[config.mk]
export PLATFORM = sky130hd
export DESIGN_NAME = gcd_ctrl
export DESIGN_NICKNAME = d
export VERILOG_FILES = /design/src/rtl/gcd_ctrl.sv
export SDC_FILE = /design/constraint.sdc
export NUM_CORES = 1
export LEC_CHECK = 0
export BUFFER_PORTS_ARGS = -buffer_cell sky130_fd_sc_hd__buf_4
export CORE_MARGIN = 2
export CORE_UTILIZATION = 47
export DETAILED_ROUTE_END_ITERATION = 8
export PLACE_DENSITY = 0.71
export SLEW_MARGIN = 20
export SYNTH_ARGS = -nofsm -noshare
export SYNTH_HDL_FRONTEND = slang
export SYNTH_SLANG_ARGS = --single-unit
[constraint.sdc]
create_clock -name clk -period 2.3 [get_ports clk]
set_clock_uncertainty 0.1 [all_clocks]
set_input_delay 0.23 -clock clk [delete_from_list [all_inputs] [get_ports clk]]
set_output_delay 0.23 -clock clk [all_outputs]
set_load 0.05 [all_outputs]
[src/rtl/gcd_ctrl.sv]
// Sequencing controller for a 16-bit subtractive GCD datapath.
// Loads A then B from data_in, then issues one conditional subtraction per cycle until eq.
module gcd_ctrl #(
   parameter int unsigned           ITER_W   = 16,
   parameter logic [ITER_W-1:0]     MAX_ITER = 16'hFFFF
) (
   input  logic              clk,
   input  logic              rst_n,
   input  logic              start,
   input  logic              lt,
   input  logic              gt,
   input  logic              eq,
   output logic              ldA,
   output logic              ldB,
   output logic              sel1,
   output logic              sel2,
   output logic              sel_in,
   output logic              busy,
   output logic              done,
   output logic              timeout,
   output logic [ITER_W-1:0] iter_cnt
);

   typedef enum logic [2:0] {
      S_IDLE,
      S_LOAD_A,
      S_LOAD_B,
      S_ITER,
      S_DONE
   } state_t;

   state_t            r_state;
   logic              r_busy;
   logic              r_done;
   logic              r_timeout;
   logic [ITER_W-1:0] r_iter_cnt;

   logic              w_cap;
   logic              w_ldA;
   logic              w_ldB;
   logic              w_sel1;
   logic              w_sel2;
   logic              w_sel_in;

   assign w_cap = (r_iter_cnt == MAX_ITER);

   // Datapath controls are Mealy on the comparator flags during ITER.
   always_comb begin
      w_ldA    = 1'b0;
      w_ldB    = 1'b0;
      w_sel1   = 1'b0;
      w_sel2   = 1'b0;
      w_sel_in = 1'b0;
      case (r_state)
         S_LOAD_A: w_ldA = 1'b1;
         S_LOAD_B: w_ldB = 1'b1;
         S_ITER: begin
            if (!eq && !w_cap) begin
               if (gt) begin
                  w_sel1   = 1'b1;
                  w_sel_in = 1'b1;
                  w_ldA    = 1'b1;
               end else if (lt) begin
                  w_sel2   = 1'b1;
                  w_sel_in = 1'b1;
                  w_ldB    = 1'b1;
               end
            end
         end
         default: ;
      endcase
   end

   always_ff @(posedge clk or negedge rst_n) begin
      if (!rst_n) begin
         r_state    <= S_IDLE;
         r_busy     <= 1'b0;
         r_done     <= 1'b0;
         r_timeout  <= 1'b0;
         r_iter_cnt <= '0;
      end else begin
         case (r_state)
            S_IDLE: begin
               if (start) begin
                  r_state    <= S_LOAD_A;
                  r_busy     <= 1'b1;
                  r_timeout  <= 1'b0;
                  r_iter_cnt <= '0;
               end
            end
            S_LOAD_A: r_state <= S_LOAD_B;
            S_LOAD_B: r_state <= S_ITER;
            S_ITER: begin
               if (eq) begin
                  r_state <= S_DONE;
                  r_busy  <= 1'b0;
                  r_done  <= 1'b1;
               end else if (w_cap) begin
                  r_state   <= S_DONE;
                  r_busy    <= 1'b0;
                  r_done    <= 1'b1;
                  r_timeout <= 1'b1;
               end else if (gt || lt) begin
                  r_iter_cnt <= r_iter_cnt + 1'b1;
               end
            end
            S_DONE: begin
               if (start) begin
                  r_state    <= S_LOAD_A;
                  r_busy     <= 1'b1;
                  r_done     <= 1'b0;
                  r_timeout  <= 1'b0;
                  r_iter_cnt <= '0;
               end
            end
            default: r_state <= S_IDLE;
         endcase
      end
   end

   assign ldA      = w_ldA;
   assign ldB      = w_ldB;
   assign sel1     = w_sel1;
   assign sel2     = w_sel2;
   assign sel_in   = w_sel_in;
   assign busy     = r_busy;
   assign done     = r_done;
   assign timeout  = r_timeout;
   assign iter_cnt = r_iter_cnt;

endmodule

==> impl_results.md, run 1 <==
- Tcrit/Tclk final: 1.00
- Syn Inst Count: 136
- Worst hold path type: primary input to flip-flop
- Post-DP HPWL: 2120 µm
- Worst EP arrival: 1.97 ns
- Core Util, Final: 0.674
- Post-route cell area: 0.00166 mm²
- Rows: 18
- Vias per inst: 5.64
- Fin Hold WS: 0.0237 ns
- Chip height: 54.8 µm
- Setup violations, final: 2
- Status: finished with violations
- Worst-path clk slew: 0.12 ns
- Dpl cells: 196
- Final setup margin: -0.00344 ns
- PortBufs: 29
- H-tree Lvls: 1
- Die ar.: 0.00300 mm²
- Layout Cells excl Fill: 206
- Cell Area, Placed: 0.00154 mm²
- Total negative slack: -0.00472 ns
- Syn_nets: 143
- Number of remaining DRC errors: 0
- Most common cell after layout, fill and taps aside: buf_4
- First DRT Iteration DRCs: 30
- GPL Wtd Cong: 0.788
- Area leader, netlist: dfrtp_1
- Ant diodes: 0
- Total congestion overflow: 0
- Filler cell count: 200
- RSZ-0062 raised after global routing: true
- Layout Nets: 184
- CP endpoint kind: output port
- Vias in the first global route: 1033
- Maxcap violations: 0
- #FFs+latches synth: 22
- Final Hold Violating Endpoints: 0
- Layout cells sized above 1: 0.409
- TritonCTS buffer count: 3
- Ports: 30
- Failing checks: setup timing
- Worst rel slew slack: 0.701
- Syn-to-layout area delta: 36.7%
- Mapped Area: 0.00121 mm²
- Clk Latency, worst-skew pair: 0.30 ns
- Initial antenna violation count: 0
- Die X: 54.8 µm
- First-pass GRT wire length: 4710 µm
- Max IR drop VDD: 830 µV
- Leakage: 0.711 nW
- Power, Total: 1.46 mW
- CTS tree: built
- Syn. warnings: 0
- Critical Path RT: 1.97 ns
- Total wire length: 2990 µm
- Top cells by area, synth: dfrtp_1 (45%), nor2_1 (6.5%), o21ai_0 (5.4%), nand2_1 (3.4%), a21oi_1 (2.9%)
- CTS Root Cell: clkbuf_4
- Worst slew pin tran: 0.445 ns
- Dpl ws: 0.143 ns
- Critical path class: flip-flop to output port
- CORE AREA: 0.00245 mm²
- Synth top area share: 0.455
- Via count: 1161
- Synth unique cells: 36
- Highest-count cells in the layout ignoring fill and taps: buf_4 (36), nor2_1 (20), dfrtp_2 (16)
- Syn_area_per_cell: 8.91 µm²
- Seq/Total Area, Yosys: 0.455
- Cell Pwr Density: 881 mW/mm²
- CP Launch Type: flip-flop
- Initial core utilization: 0.493
- Average wire per standard cell: 14.5 µm
- Slew Viols, Final: 0
- ANT nets after route: 0
- Minimum clock period: 2.30 ns
- Largest net degree at the start of global routing: 23
- CTS Sinks: 22
- Clock tree buffer depth: 2
- Router iterations before antenna repair: 4
- Fmax achieved: 434 MHz
- GRT Total Usage: 0.217
- CP max FO: 5
-- layout make-up --
class	instances	area, µm²	area share
tap	30	37.5	0.0227
multi-input combinational	103	668	0.404
sequential	22	571	0.345
inverter	8	32.5	0.0197
clock buffer	4	36.3	0.0219
timing repair buffer	39	310	0.187
-- cells in the mapped netlist (all sizes together) --
cell,n
a31o,1
o22ai,3
or2,2
and3,1
o21a,2
clkbuf,1
nor2,21
a22o,2
a41oi,1
and4bb,1
nor4,6
a21oi,7
nor3,2
buf,2
or3,2
nand2,11
nand3,5
o22a,2
o21ai,13
o41ai,1
nand2b,1
dfrtp,22
a21o,2
a31oi,1
xnor2,4
nor3b,3
nand4,5
o211ai,1
ha,1
clkinv,1
inv,7
or4,2
-- timing repair --
| action | CTS | global route |
|---|---|---|
| gates resized for setup | 4 | 4 |
| pin swaps | 2 | 3 |
| endpoints found under the hold margin | 22 | 0 |
| hold buffers | 1 | 0 |
| setup endpoints to repair | 5 | 3 |
| setup buffers | 4 | 1 |
-- path summary, 6_finish.rpt --
| check | slack [ns] | cells after the start | startpoint | end |
|---|---|---|---|---|
| max | -0.003 | 7 | iter_cnt[0] | ldB |
| min | 0.02 | 2 | start | r_state[2] |
| max reg2reg | 0.14 | 8 | iter_cnt[0] | iter_cnt[15] |
| min reg2reg | 0.40 | 1 | busy | busy |
| max in group asynchronous | 1.63 | 2 | rst_n | iter_cnt[7] |
| min in group asynchronous | 0.23 | 2 | rst_n | iter_cnt[8] |
-- critical path: stages, from the launching register on --
cell,delay [ns]
dfrtp_2,0.41
ha_4,0.15
nand4_1,0.16
nor4_4,0.32
nand2b_4,0.23
nor3b_4,0.05
o21a_4,0.19
buf_8,0.14
-- logic make-up (layout without fill, tap and decap cells) --
| kind of cell | after synthesis | after routing | share of synthesized area |
|---|---|---|---|
| xor+xnor | 4 | 4 | 0.0289 |
| compound gates | 36 | 36 | 0.185 |
| simple gates | 62 | 62 | 0.280 |
| fa+ha+maj | 1 | 1 | 0.0103 |
| buf+inv | 11 | 51 | 0.0413 |
| flops | 22 | 22 | 0.455 |
-- sequential cells by signal, indices dropped and copies added, names as in the netlist --
| name | cells |
|---|---|
| busy | 1 |
| iter_cnt | 16 |
| r_state | 3 |
| done | 1 |
| timeout | 1 |
-- where the power goes --
group / switching [mW] / internal, mW
clock: 0.117 / 0.0966
sequential: 0.0531 / 0.442
combinational: 0.471 / 0.279
total: 0.641 / 0.817
-- routing by layer --
metal	track usage	vias up	share of wire
met5	0	-	0
met4	0.0708	0	0.0087
met3	0.0246	4	0.048
met2	0.333	34	0.46
met1	0.314	544	0.49
li1	-	579	-
Power figures use the tool's default switching activity.
==> run 2: changes to the inputs <==
- CORE_MARGIN: 2 -> 3
- CORE_UTILIZATION: 47 -> 52
- PLACE_DENSITY: 0.71 -> 0.74
- clock period: 2.3 -> 2.6 ns (I/O delays scaled with it)
==> run 2 against run 1 <==
  * Global-route usage grew 2.1 points
  * Hold slack gained 0.027 ns
  * The run now ends clean
  * Cell count shrank 1.9%
  * Wire length grew 5.2%
  * Total power shrank 15%
  * First-iteration DRC count grew 23%
  * Clock-buffer cell count is the same
==> impl_results.md, run 2 (synthesis results as in run 1) <==
- Vias per inst: 5.97 (was 5.64)
- GPL Wtd Cong: 0.790 (was 0.788)
- CTS Sinks: 22 (unchanged)
- TritonCTS buffer count: 3 (unchanged)
- Worst EP arrival: 2.18 ns (was 1.97 ns)
- Most common cell after layout, fill and taps aside: buf_4 (unchanged)
- CTS Root Cell: clkbuf_4 (unchanged)
- Cell Pwr Density: 776 mW/mm² (was 881 mW/mm²)
- CP endpoint kind: output port (unchanged)
- Die X: 54.3 µm (was 54.8 µm)
- First-pass GRT wire length: 5090 µm (was 4710 µm)
- Total negative slack: 0 ns (was -0.00472 ns)
- Clk Latency, worst-skew pair: 0.32 ns (was 0.30 ns)
- Core Util, Final: 0.764 (was 0.674)
- Final Hold Violating Endpoints: 0 (unchanged)
- Highest-count cells in the layout ignoring fill and taps: buf_4 (37), nor2_1 (20), dfrtp_1 (19) (was buf_4 (36), nor2_1 (20), dfrtp_2 (16))
- Leakage: 0.719 nW (was 0.711 nW)
- Syn-to-layout area delta: 31.4% (was 36.7%)
- CP max FO: 5 (unchanged)
- Total congestion overflow: 0 (unchanged)
- Max IR drop VDD: 770 µV (was 830 µV)
- Largest net degree at the start of global routing: 23 (unchanged)
- Dpl cells: 192 (was 196)
- Die ar.: 0.00294 mm² (was 0.00300 mm²)
- Clock tree buffer depth: 2 (unchanged)
- PortBufs: 29 (unchanged)
- Chip height: 54.3 µm (was 54.8 µm)
- Layout Nets: 183 (was 184)
- Final setup margin: 0.0630 ns (was -0.00344 ns)
- Fin Hold WS: 0.0509 ns (was 0.0237 ns)
- Ports: 30 (unchanged)
- First DRT Iteration DRCs: 37 (was 30)
- Critical path class: flip-flop to output port (unchanged)
- Initial core utilization: 0.582 (was 0.493)
- Worst slew pin tran: 0.475 ns (was 0.445 ns)
- CORE AREA: 0.00208 mm² (was 0.00245 mm²)
- Initial antenna violation count: 0 (unchanged)
- Dpl ws: 0.247 ns (was 0.143 ns)
- CP Launch Type: flip-flop (unchanged)
- Via count: 1206 (was 1161)
- Router iterations before antenna repair: 4 (unchanged)
- ANT nets after route: 0 (unchanged)
- GRT Total Usage: 0.238 (was 0.217)
- Vias in the first global route: 1133 (was 1033)
- Total wire length: 3140 µm (was 2990 µm)
- Power, Total: 1.23 mW (was 1.46 mW)
- Slew Viols, Final: 0 (unchanged)
- Worst hold path type: primary input to flip-flop (unchanged)
- Average wire per standard cell: 15.6 µm (was 14.5 µm)
- Filler cell count: 138 (was 200)
- Worst rel slew slack: 0.684 (was 0.701)
- Number of remaining DRC errors: 0 (unchanged)
- Minimum clock period: 2.54 ns
- CTS tree: built (unchanged)
- Status: finished, final reports clean (was finished with violations)
- Critical Path RT: 2.24 ns (was 1.97 ns)
- Largest register FFs: 16 (unchanged)
- Worst-path clk slew: 0.12 ns (about the same)
- Post-route cell area: 0.00159 mm² (was 0.00166 mm²)
- Tcrit/Tclk final: 0.976
- Rows: 16 (was 18)
- Post-DP HPWL: 2200 µm (was 2120 µm)
- Layout Cells excl Fill: 202 (was 206)
- Ant diodes: 0 (unchanged)
- H-tree Lvls: 1 (unchanged)
- Cell Area, Placed: 0.00148 mm² (was 0.00154 mm²)
- Setup violations, final: 0 (was 2)
- Layout cells sized above 1: 0.331 (was 0.409)
- Maxcap violations: 0 (unchanged)
- Fmax achieved: 394 MHz
[run 2: report_power, final]
group	switching, mW	leakage, nW	internal (mW)	total (mW)
logic	0.382	0.408	0.206	0.588
registers	0.0687	0.290	0.389	0.457
clock network	0.104	0.0210	0.0857	0.190
[run 2: repair_timing]
| action | CTS | global route |
|---|---|---|
| hold buffers | 1 | 0 |
| endpoints found under the hold margin | 22 | 0 |
| pin swaps | 1 | 1 |
| setup buffers | 0 | 5 |
| endpoints found under the setup margin | 3 | 3 |
| resized for setup | 1 | 5 |
[run 2: area by class of cell]
type | count | area, µm² | share of cell area
clock buffers | 4 | 36.3 | 0.0228
inverters | 8 | 31.3 | 0.0197
flip-flops and latches | 22 | 554 | 0.348
well taps | 27 | 33.8 | 0.0212
multi-input cells | 103 | 648 | 0.407
repair buffers | 38 | 288 | 0.181
[run 2: worst max-delay path, cell delays in order (launching register included)]
cell	delay, ns
dfrtp_2	0.45
ha_4	0.18
nand4_1	0.18
nor4_4	0.38
nand2b_4	0.24
nor2_2	0.05
a31o_2	0.20
buf_4	0.18
[run 2: path summary, 6_finish.rpt]
| kind | slack [ns] | end | depth (start not counted) | start |
|---|---|---|---|---|
| worst max-delay path | 0.06 | ldA | 7 | iter_cnt[0] |
| worst min-delay path | 0.05 | r_state[2] | 2 | start |
| worst max register to register | 0.24 | iter_cnt[15] | 8 | iter_cnt[0] |
| worst min register to register | 0.39 | busy | 1 | busy |
| max in group asynchronous | 1.92 | iter_cnt[1] | 2 | rst_n |
| min in group asynchronous | 0.25 | r_state[0] | 2 | rst_n |
[run 2: routing by layer]
| metal | vias to the layer above | part of all wire | global-route usage |
|---|---|---|---|
| met2 | 55 | 0.48 | 0.365 |
| li1 | 571 | - | - |
| met5 | - | 0 | 0 |
| met3 | 11 | 0.060 | 0.0599 |
| met4 | 0 | 0.019 | 0.0871 |
| met1 | 569 | 0.44 | 0.324 |
